<file path="src/rtl/pipe_ctrl_seq.sv">
// pipe_ctrl_seq: central stall/flush sequencer for a 6-stage pipeline
// (PC, IF, ID, EX, MEM, WB).
//
// Merges per-stage stall requests into one stall vector, where stall[n]=1
// means Stop. The vector is combinational from the requests and the FSM
// state. On a committed exception or ERET the block runs a flush of
// FLUSH_CYCLES cycles and redirects the PC. It also keeps debug counters
// for stalled cycles and for pathological stall lengths.
//
// Ports
//   clk            in   1   clock; all state updates on the rising edge
//   rst            in   1   synchronous reset, active-high
//   stallreq_if    in   1   instruction bus wait
//   stallreq_id    in   1   load-use hazard in ID
//   stallreq_ex    in   1   multi-cycle operation busy in EX
//   stallreq_mem   in   1   data bus wait in MEM
//   excp_valid     in   1   exception/ERET committed in MEM (single-cycle pulse)
//   excp_type      in   32  exception code, qualified by excp_valid
//   cp0_epc        in   32  EPC value, sampled together with excp_valid
//   cnt_clr        in   1   synchronous clear of stall_cycles
//   stall          out  6   bit0 PC, 1 IF/ID, 2 ID/EX, 3 EX/MEM, 4 MEM/WB, 5 WB
//   flush          out  1   clear all pipeline registers and load new_pc
//   new_pc         out  32  redirect target; holds its value until the next exception
//   stall_cycles   out  32  number of RUN cycles with a non-zero stall vector
//   stall_timeout  out  1   sticky flag: stall held for STALL_LIMIT consecutive cycles
module pipe_ctrl_seq #(
    parameter int          FLUSH_CYCLES = 1,
    parameter int          STALL_LIMIT  = 1024,
    parameter logic [31:0] EXC_VECTOR   = 32'h0000_0020,
    parameter logic [31:0] ERET_TYPE    = 32'h0000_000e
) (
    input  logic        clk,
    input  logic        rst,
    input  logic        stallreq_if,
    input  logic        stallreq_id,
    input  logic        stallreq_ex,
    input  logic        stallreq_mem,
    input  logic        excp_valid,
    input  logic [31:0] excp_type,
    input  logic [31:0] cp0_epc,
    input  logic        cnt_clr,
    output logic [5:0]  stall,
    output logic        flush,
    output logic [31:0] new_pc,
    output logic [31:0] stall_cycles,
    output logic        stall_timeout
);

    localparam int FW = (FLUSH_CYCLES > 1) ? $clog2(FLUSH_CYCLES) : 1;
    localparam int RW = $clog2(STALL_LIMIT + 1);
    localparam logic [FW-1:0] FCNT_LOAD = FW'(FLUSH_CYCLES - 1);
    localparam logic [RW-1:0] RUN_MAX   = RW'(STALL_LIMIT);
    localparam logic [RW-1:0] RUN_LAST  = RW'(STALL_LIMIT - 1);

    typedef enum logic [0:0] {
        ST_RUN   = 1'b0,
        ST_FLUSH = 1'b1
    } state_t;

    state_t         state_r;
    state_t         next_state_s;
    logic [FW-1:0]  fcnt_r;
    logic [FW-1:0]  fcnt_next_s;
    logic           take_excp_s;
    logic [5:0]     stall_s;
    logic           stall_any_s;
    logic [31:0]    new_pc_r;
    logic [31:0]    stall_cycles_r;
    logic [RW-1:0]  run_len_r;
    logic           stall_timeout_r;

    // Merge stall requests: the deepest requester stops itself and every
    // stage upstream of it. A flush overrides all requests.
    always_comb begin
        stall_s = 6'b000000;
        if (state_r == ST_FLUSH) begin
            stall_s = 6'b000000;
        end else if (stallreq_mem) begin
            stall_s = 6'b011111;
        end else if (stallreq_ex) begin
            stall_s = 6'b001111;
        end else if (stallreq_id) begin
            stall_s = 6'b000111;
        end else if (stallreq_if) begin
            stall_s = 6'b000011;
        end else begin
            stall_s = 6'b000000;
        end
    end

    assign stall_any_s = (stall_s != 6'b000000);

    // Next-state logic. An exception that arrives while MEM is stalled is
    // not taken; its source keeps the pulse until MEM is released.
    always_comb begin
        next_state_s = state_r;
        fcnt_next_s  = fcnt_r;
        take_excp_s  = 1'b0;
        case (state_r)
            ST_RUN: begin
                if (excp_valid && !stallreq_mem) begin
                    take_excp_s  = 1'b1;
                    next_state_s = ST_FLUSH;
                    fcnt_next_s  = FCNT_LOAD;
                end else begin
                    next_state_s = ST_RUN;
                end
            end
            ST_FLUSH: begin
                if (fcnt_r == {FW{1'b0}}) begin
                    next_state_s = ST_RUN;
                end else begin
                    fcnt_next_s = fcnt_r - FW'(1);
                end
            end
            default: begin
                next_state_s = ST_RUN;
                fcnt_next_s  = {FW{1'b0}};
            end
        endcase
    end

    // FSM state and flush-length counter.
    always_ff @(posedge clk) begin
        if (rst) begin
            state_r <= ST_RUN;
            fcnt_r  <= {FW{1'b0}};
        end else begin
            state_r <= next_state_s;
            fcnt_r  <= fcnt_next_s;
        end
    end

    // Redirect target. It is latched when the exception is taken and then
    // held, so it stays stable after flush drops.
    always_ff @(posedge clk) begin
        if (rst) begin
            new_pc_r <= 32'h0000_0000;
        end else if (take_excp_s) begin
            new_pc_r <= (excp_type == ERET_TYPE) ? cp0_epc : EXC_VECTOR;
        end else begin
            new_pc_r <= new_pc_r;
        end
    end

    // Stalled-cycle counter. A clear takes priority over an increment, and
    // the counter wraps naturally at 2^32.
    always_ff @(posedge clk) begin
        if (rst) begin
            stall_cycles_r <= 32'h0000_0000;
        end else if (cnt_clr) begin
            stall_cycles_r <= 32'h0000_0000;
        end else if ((state_r == ST_RUN) && stall_any_s) begin
            stall_cycles_r <= stall_cycles_r + 32'd1;
        end else begin
            stall_cycles_r <= stall_cycles_r;
        end
    end

    // Consecutive-stall run length. It saturates at STALL_LIMIT. The timeout
    // flag is set on the edge where the run reaches the limit and only reset
    // clears it again.
    always_ff @(posedge clk) begin
        if (rst) begin
            run_len_r       <= {RW{1'b0}};
            stall_timeout_r <= 1'b0;
        end else if (!stall_any_s) begin
            run_len_r       <= {RW{1'b0}};
            stall_timeout_r <= stall_timeout_r;
        end else begin
            if (run_len_r < RUN_MAX) begin
                run_len_r <= run_len_r + RW'(1);
            end else begin
                run_len_r <= run_len_r;
            end
            stall_timeout_r <= stall_timeout_r | (run_len_r >= RUN_LAST);
        end
    end

    assign stall         = stall_s;
    assign flush         = (state_r == ST_FLUSH);
    assign new_pc        = new_pc_r;
    assign stall_cycles  = stall_cycles_r;
    assign stall_timeout = stall_timeout_r;

endmodule

</file>
<file path="config.mk">
export PLATFORM = sky130hd
export DESIGN_NAME = pipe_ctrl_seq
export DESIGN_NICKNAME = d
export VERILOG_FILES = /design/src/rtl/pipe_ctrl_seq.sv
export SDC_FILE = /design/constraint.sdc
export NUM_CORES = 1
export LEC_CHECK = 0
export BUFFER_PORTS_ARGS = -buffer_cell sky130_fd_sc_hd__buf_2
export CELL_PAD_IN_SITES_DETAIL_PLACEMENT = 0
export CELL_PAD_IN_SITES_GLOBAL_PLACEMENT = 2
export CORE_MARGIN = 2
export CORE_UTILIZATION = 29
export CTS_BUF_LIST = sky130_fd_sc_hd__clkbuf_4 sky130_fd_sc_hd__clkbuf_8
export DETAILED_ROUTE_END_ITERATION = 10
export GPL_ROUTABILITY_DRIVEN = 1
export PLACE_DENSITY = 0.95
export SYNTH_ARGS = -nofsm -noshare
export SYNTH_HDL_FRONTEND = slang
export SYNTH_SLANG_ARGS = --single-unit
export TNS_END_PERCENT = 100
</file>
<file path="constraint.sdc">
create_clock -name clk -period 4.88 [get_ports clk]
set_clock_uncertainty 0.15 [all_clocks]
set_input_delay 1.22 -clock clk [delete_from_list [all_inputs] [get_ports clk]]
set_output_delay 1.22 -clock clk [all_outputs]
set_load 0.02 [all_outputs]
</file>
; Word level (Yosys, flattened, before mapping)
; Index checks and enable logic that the tools add are counted.
[op_classes]
n_addsub = 3
order_cmp = 2
n_eq_ne = 2
muxes = 13
bitwise = 3
n_reduce_logical = 6
[ops]
columns = cell, count
row1 = adder 32 x 1 -> 32 bit (second input constant), 1
row2 = == test 32 x 4 -> 1 bit (second input constant), 1
row3 = two-way mux 32 bit, 1
row4 = adder 11 x 1 -> 11 bit (second input constant), 1
row5 = >= comparator 11 x 10 -> 1 bit (second input constant), 1
row6 = less-than comparator 11 bit (second input constant), 1
row7 = two-way mux 6 bit, 1
row8 = nonzero test 6 bit, 1
row9 = two-way mux 1 bit, 5
row10 = two-way mux 5 bit, 1
row11 = two-way mux 4 bit, 1
row12 = case mux 1 bit (2 select lines), 2
row13 = OR reduction 2 bit, 2
row14 = two-way mux 3 bit, 1
row15 = logical AND 1 bit, 2
row16 = two-way mux 2 bit, 1
row17 = inequality test 2 bit (second input constant), 1
row18 = inverter 1 bit, 2
row19 = zero test 1 bit, 1
row20 = OR 1 bit, 1
row21 = subtractor 1 bit (second input constant), 1
[totals]
register_bits = 78
in_bits = 72
output_inout_bits = 72
elab_cells = 35

; Longest topological paths before layout
; Gate-level depths: netlist of run 1.
[depth]
depth_word = 8
depth_mapped = 6
depth_no_buf = 5

; Worst setup path after synthesis of run 1
; No wires, ideal clock.
[synth_timing]
kind = input to output
from = input port stallreq_mem
to = output port stall[1]
arrival_ps = 2182
t_required_ps = 3510
setup_slack_ps = 1328
path_stages = 4
n_path_buf = 2
path_cell_list = nor4_1 clkbuf_1 nor2_1 buf_4
[synth_between]
elab_chain_cells = 2
[synth_rtl]
columns = item, line
row1 = "start, declared", 37  ; input logic stallreq_mem,
row2 = two-way mux 5 bit, 78  ; end else if (stallreq_mem) begin
row3 = two-way mux 6 bit, 76  ; if (state_r == ST_FLUSH) begin
row4 = "end, declared", 42  ; output logic [5:0] stall,
; Every way passes these cells.

; Worst setup path after layout of run 1
[layout_timing]
from = input port stallreq_mem
to = output port stall[0]
; The elaborated chain is that of the path after synthesis.

==> results.toml, run 1 <==
[status]
status = "complete, but fails checks"
violations = "design-rule violations"

[power]
vdd_drop_max_v = 0.0001552
power_leakage_nw = 1.767
powerDensity_nw_per_um2 = 268.0

[die]
die_y_microns = 112.9
dieArea_sq_um = 12760
placementRows = 39
core-area_sq_um = 11520
initial_core_util = 0.2989
die_w_microns = 112.9
ios = 144

[drt]
vias = 3526
dr.first_iter.drc_count = 164
wl_microns = 10020
antenna_left = 0
vias_per_cell = 5.193
wl_per_cell_microns = 14.76
drt-pass1-iter-count = 7
drc = 4

[cells_and_area]
drive_gt1_frac = 0.3004
area_growth_pct = 27.74
fin_area_sq_um = 4397
n_antenna_cell = 0
utilization = 0.3818
nets = 607
fillCellCount = 1198

[setup_path]
cpPeakStageDelay_ns = 0.27
critPathArrivalTime_ns = 2.13
cp_common_cell = "buf_2"
r2r_setup_slack_ns = 2.59
cpMaxStageDelayCell = "nor4_1"
required_ns = 3.51
reg2reg_depth = 4
critPathKind = "input pin to output pin"
worstPathMaxFanout = 11
endpoint_kind = "output pin"
path_buf_inv = 3
critPathTopFamily = "buffers and inverters"
r2r-start = "stall_cycles[7]"
r2r_end = "stall_cycles[21]"
worst_setup_path_start_kind = "input pin"
crit_path_cell_trace = "buf_2, nor4_1, buf_4, nor2_1, buf_2"

[hold_path]
hold_path.class = "register to register"
worstHoldStart = "new_pc[1]"
whs_endpoint = "new_pc[1]"
hold_depth = 2

[timing]
slew_headroom = 0.2509
slew_viol_final = 0
rsz0062_at_grt = "false"
fin_tns_setup_ns = 0
timing.hold.ws_ns = 0.3002
max_freq_ghz = 0.2856
final.min_clock_period_ns = 3.501
finalHoldViolations = 0
worstMarginPinSlew_ns = 1.124
final-setup-viol-count = 0
fin_crit_sh = 0.7175

[clocking]
clockBufferDepth = 2
cts_tree = "done"
htree_levels = 3
clkLatencyLatePin_ns = 0.36
clkTransAtPathRegs_ns = 0.07
cts_hold_buffers = 0
cts.sinks = 77
cts_buffers = 9
cts-root-buf = "clkbuf_8"
ctsResizeCount = 0
post_cts_buffers = 0

[global_routing]
antenna_found_initial = 0
first_global_vias = 3482
gr-total-overflow = 0
grt_pass1_wl_microns = 16430
grt_use_total = 0.1616
grt_start_max_net_pins = 39

[logic_synthesis]
avgSynthCellArea_sq_um = 8.395
synth_fp_nets = 484
synth_most_common_cell = "dfxtp_1"
synth_seq_cells = 77
synth.distinct_cells = 39
synth_edf_count = 0
ys_warn_count = 0
ys_async_sr_fraction = 0
synth_seq_area_share = 0.4478
synthCells = 410
netlist.area_leader.share = 0.4478
synth_commonest_cells = "dfxtp_1, a21oi_1, nand2_1"
yosysTopAreaCell = "dfxtp_1"
netlist_area_sq_um = 3442
synthFlopType = "dfxtp_1"
synth_area_leaders = "dfxtp_1, a21oi_1, nand4_1"

[placed_design]
numPortBuffers = 142
place_congestion = 0.8086
dp_hpwl_microns = 7282
placed_cell_area_sq_um = 4213

[flow_run]
cap_viol_max_count = 0
area by class of cell:
type                            instances  area, sq um  area share
Multi-Input combinational cell        299         1755      0.3993
Sequential cell                        77         1541      0.3506
Timing Repair Buffer                  145        733.2      0.1668
Clock buffer                           13        178.9     0.04069
Tap cell                              143        178.9     0.04069
Clock inverter                          1        5.005    0.001138
Inverter                                1        3.754   0.0008537
metal layers:
| metal | wire length [microns] | track usage | vias to the layer above |
|---|---|---|---|
| li1 | - | - | 1750 |
| met4 | 163 | 0.05854 | 0 |
| met2 | 4772 | 0.2739 | 125 |
| met5 | 0 | 0 | - |
| met3 | 866 | 0.06535 | 12 |
| met1 | 4216 | 0.1840 | 1639 |
cells in the final DEF, fill, tap and decap left out, types with 2 or more instances in the layout:
master and count:
nor2_1 29, ha_1 2, nor2b_1 2, and4b_1 2, and2_1 4, nand2_1 49
nand3_1 12, xnor2_1 11, nor4b_1 2, mux2i_1 2, or3_1 8, xor2_1 8
and4_1 9, dfxtp_1 77, o31ai_1 15, or4_1 17, o21ai_0 6, a21oi_1 53
buf_4 3, clkbuf_8 13, nor4_1 10, and3b_1 2, nor3_1 5, and3_1 3
buf_2 142, nand4_1 38
sequential cells by signal (all words and copies together) (netlist names):
signal	count
run_len_r	11
stall_timeout	1
stall_cycles	32
flush	1
new_pc	32
report_power, final:
group / switching, mW / internal (mW) / total (mW)
Sequential: 0.00479 / 0.632 / 0.636
Combinational: 0.0453 / 0.0329 / 0.0782
Clock: 0.230 / 0.234 / 0.464
metrics by stage:
| stage | setup WS (ns) | power (mW) | std cells |
|---|---|---|---|
| 4_1_cts | 1.367 | 1.200 | 679 |
| 6_report | 1.379 | 1.178 | 679 |
| 2_1_floorplan | 1.328 | 0.6895 | 410 |
| 5_1_grt | 1.281 | 1.230 | 679 |
| 3_3_place_gp | 1.396 | 0.7291 | 665 |
| 3_5_place_dp | 1.369 | 0.7302 | 665 |
cell families (layout without fill, tap and decap cells):
kind of cell | Yosys count | count (layout) | share of synthesized area
muxes | 2 | 2 | 0.005816
other | 1 | 1 | 0.001089
AOI/OAI and AO/OA | 76 | 76 | 0.1232
adders and majority gates | 2 | 2 | 0.007269
and+or+nand+nor | 199 | 199 | 0.3243
DFF | 77 | 77 | 0.4478
buffers and inverters | 34 | 160 | 0.04216
xor gates and xnor gates | 19 | 19 | 0.04835
worst max path at each step:
stage               cells after the start  slack [ns]       end    startpoint
floorplan                               4        1.33  stall[1]  stallreq_mem
global placement                        5        1.40  stall[1]  stallreq_mem
detailed placement                      5        1.37  stall[0]  stallreq_mem
CTS                                     5        1.37  stall[0]  stallreq_mem
global route                            5        1.28  stall[1]  stallreq_mem
finish                                  5        1.38  stall[0]  stallreq_mem
worst min-delay path, stage by stage (launching register included):
cell	delay, ns
dfxtp_1	0.31
nand2_1	0.05
a21oi_1	0.05
Power figures use the tool's default switching activity.
==> run 2: changes to the inputs <==
--- a/config.mk
+++ b/config.mk
@@ -9,11 +9,11 @@
 export CELL_PAD_IN_SITES_DETAIL_PLACEMENT = 0
 export CELL_PAD_IN_SITES_GLOBAL_PLACEMENT = 2
 export CORE_MARGIN = 2
-export CORE_UTILIZATION = 29
+export CORE_UTILIZATION = 27
 export CTS_BUF_LIST = sky130_fd_sc_hd__clkbuf_4 sky130_fd_sc_hd__clkbuf_8
 export DETAILED_ROUTE_END_ITERATION = 10
 export GPL_ROUTABILITY_DRIVEN = 1
-export PLACE_DENSITY = 0.95
+export PLACE_DENSITY = 0.9
 export SYNTH_ARGS = -nofsm -noshare
 export SYNTH_HDL_FRONTEND = slang
 export SYNTH_SLANG_ARGS = --single-unit
==> constraint.sdc (replaced) <==
create_clock -name clk -period 3.5 [get_ports clk]
set_clock_uncertainty 0.15 [all_clocks]
set_input_delay 0.875 -clock clk [delete_from_list [all_inputs] [get_ports clk]]
set_output_delay 0.875 -clock clk [all_outputs]
set_load 0.02 [all_outputs]
==> results.toml, run 2 (synthesis results as in run 1) <==
[clocking]
cts_buffers = 9
cts-root-buf = "clkbuf_8"
htree_levels = 3
cts_tree = "done"
post_cts_buffers = 0
cts_hold_buffers = 0
ctsResizeCount = 0
clkLatencyLatePin_ns = 0.37
clockBufferDepth = 2
clkTransAtPathRegs_ns = 0.08
cts.sinks = 77

[timing]
slew_headroom = 0.6018
final-setup-viol-count = 0
max_freq_ghz = 0.3545
worstMarginPinSlew_ns = 0.5973
rsz0062_at_grt = "false"
final.min_clock_period_ns = 2.821
slew_viol_final = 0
setup_ws_ns = 0.6789
fin_crit_sh = 0.8060
finalHoldViolations = 0
fin_tns_setup_ns = 0

[cells_and_area]
utilization = 0.3600
area_growth_pct = 30.90
nets = 610
n_antenna_cell = 0
drive_gt1_frac = 0.3068
mostFrequentLayoutCells = "buf_2, dfxtp_1, a21oi_1, nand2_1, nand4_1"
final_common_cell = "buf_2"

[placed_design]
dp_hpwl_microns = 7474
dp_slack_ns = 0.6670
numPortBuffers = 142
place_congestion = 0.7872

[global_routing]
first_global_vias = 3319
grt_pass1_wl_microns = 15980
grt_start_max_net_pins = 35
gr-total-overflow = 0
grt_use_total = 0.1501
antenna_found_initial = 0

[flow_run]
cap_viol_max_count = 0

[setup_path]
worstPathMaxFanout = 11
critPathArrivalTime_ns = 1.80
cp_common_cell = "buf_2"
endpoint_kind = "output pin"
worst_setup_path_start_kind = "input pin"
required_ns = 2.47
cpPeakStageDelay_ns = 0.28
critPathKind = "input pin to output pin"
path_buf_inv = 3
crit_path_cell_trace = "buf_2, nor4_1, buf_4, nor2_1, buf_2"
critPathTopFamily = "buffers and inverters"
cpMaxStageDelayCell = "nor4_1"

[die]
die_w_microns = 116.9
die_y_microns = 116.9
placementRows = 41
initial_core_util = 0.2750
dieArea_sq_um = 13670
ios = 144
core-area_sq_um = 12520

[drt]
vias_per_cell = 5.004
drc = 0
dr.first_iter.drc_count = 180
vias = 3568
wl_per_cell_microns = 14.36
antenna_left = 0
drt-pass1-iter-count = 4
wl_microns = 10240

[power]
powerDensity_nw_per_um2 = 396.8
power_leakage_nw = 1.804
combPwrFrac = 0.062
p_switching_uw = 418.0
p_int_mw = 1.370
vdd_drop_max_v = 0.0001587
swShare = 0.2338
clkPwrFrac = 0.442
share_seq_of_total_power = 0.496

[hold_path]
hold_path.class = "register to register"

[status]
status = "completed"
-- run 2: final timing paths --
path | cells after the start | slack [ns] | end | start
setup / recovery | 5 | 0.68 | stall[1] | stallreq_mem
hold / removal | 2 | 0.30 | new_pc[21] | new_pc[21]
setup reg to reg | 4 | 1.21 | stall_cycles[23] | stall_cycles[6]
hold reg to reg | 2 | 0.30 | new_pc[21] | new_pc[21]
-- run 2: stage by stage --
step / hold slack, ns / power (mW) / instances / instance area (sq um)
2_1_floorplan: 0.3217 / 0.9614 / 410 / 3442
3_3_place_gp: 0.2859 / 1.019 / 697 / 4272
3_5_place_dp: 0.2924 / 1.020 / 697 / 4272
4_1_cts: 0.3057 / 1.821 / 713 / 4506
5_1_grt: 0.3208 / 1.870 / 713 / 4506
6_report: 0.3029 / 1.788 / 713 / 4506
-- run 2: worst min-delay path, stage by stage, from the launching register on --
cell and delay, ns:
dfxtp_1 0.31, nand2_1 0.05, a21oi_1 0.05
-- run 2: area by class of cell --
type,count,area (sq um)
Clock inverter,5,82.58
Fill cell,1359,8011
Sequential cell,77,1541
Clock buffer,11,151.4
Timing Repair Buffer,148,755.7
Tap cell,172,215.2
Inverter,1,3.754
Multi-Input combinational cell,299,1755
-- run 2: layer usage --
metal | wire [microns] | track usage
met4 | 184 | 0.06353
met3 | 873 | 0.05201
met2 | 4952 | 0.2532
met1 | 4229 | 0.1736
met5 | 0 | 0
-- run 2: power groups by stage --
stage / logic [mW] / registers [mW] / clock network, mW
6_report: 0.110 / 0.887 / 0.790
3_5_place_dp: 0.112 / 0.908 / 0
2_1_floorplan: 0.0520 / 0.909 / 0
5_1_grt: 0.122 / 0.889 / 0.859
4_1_cts: 0.112 / 0.887 / 0.822
3_3_place_gp: 0.111 / 0.908 / 0
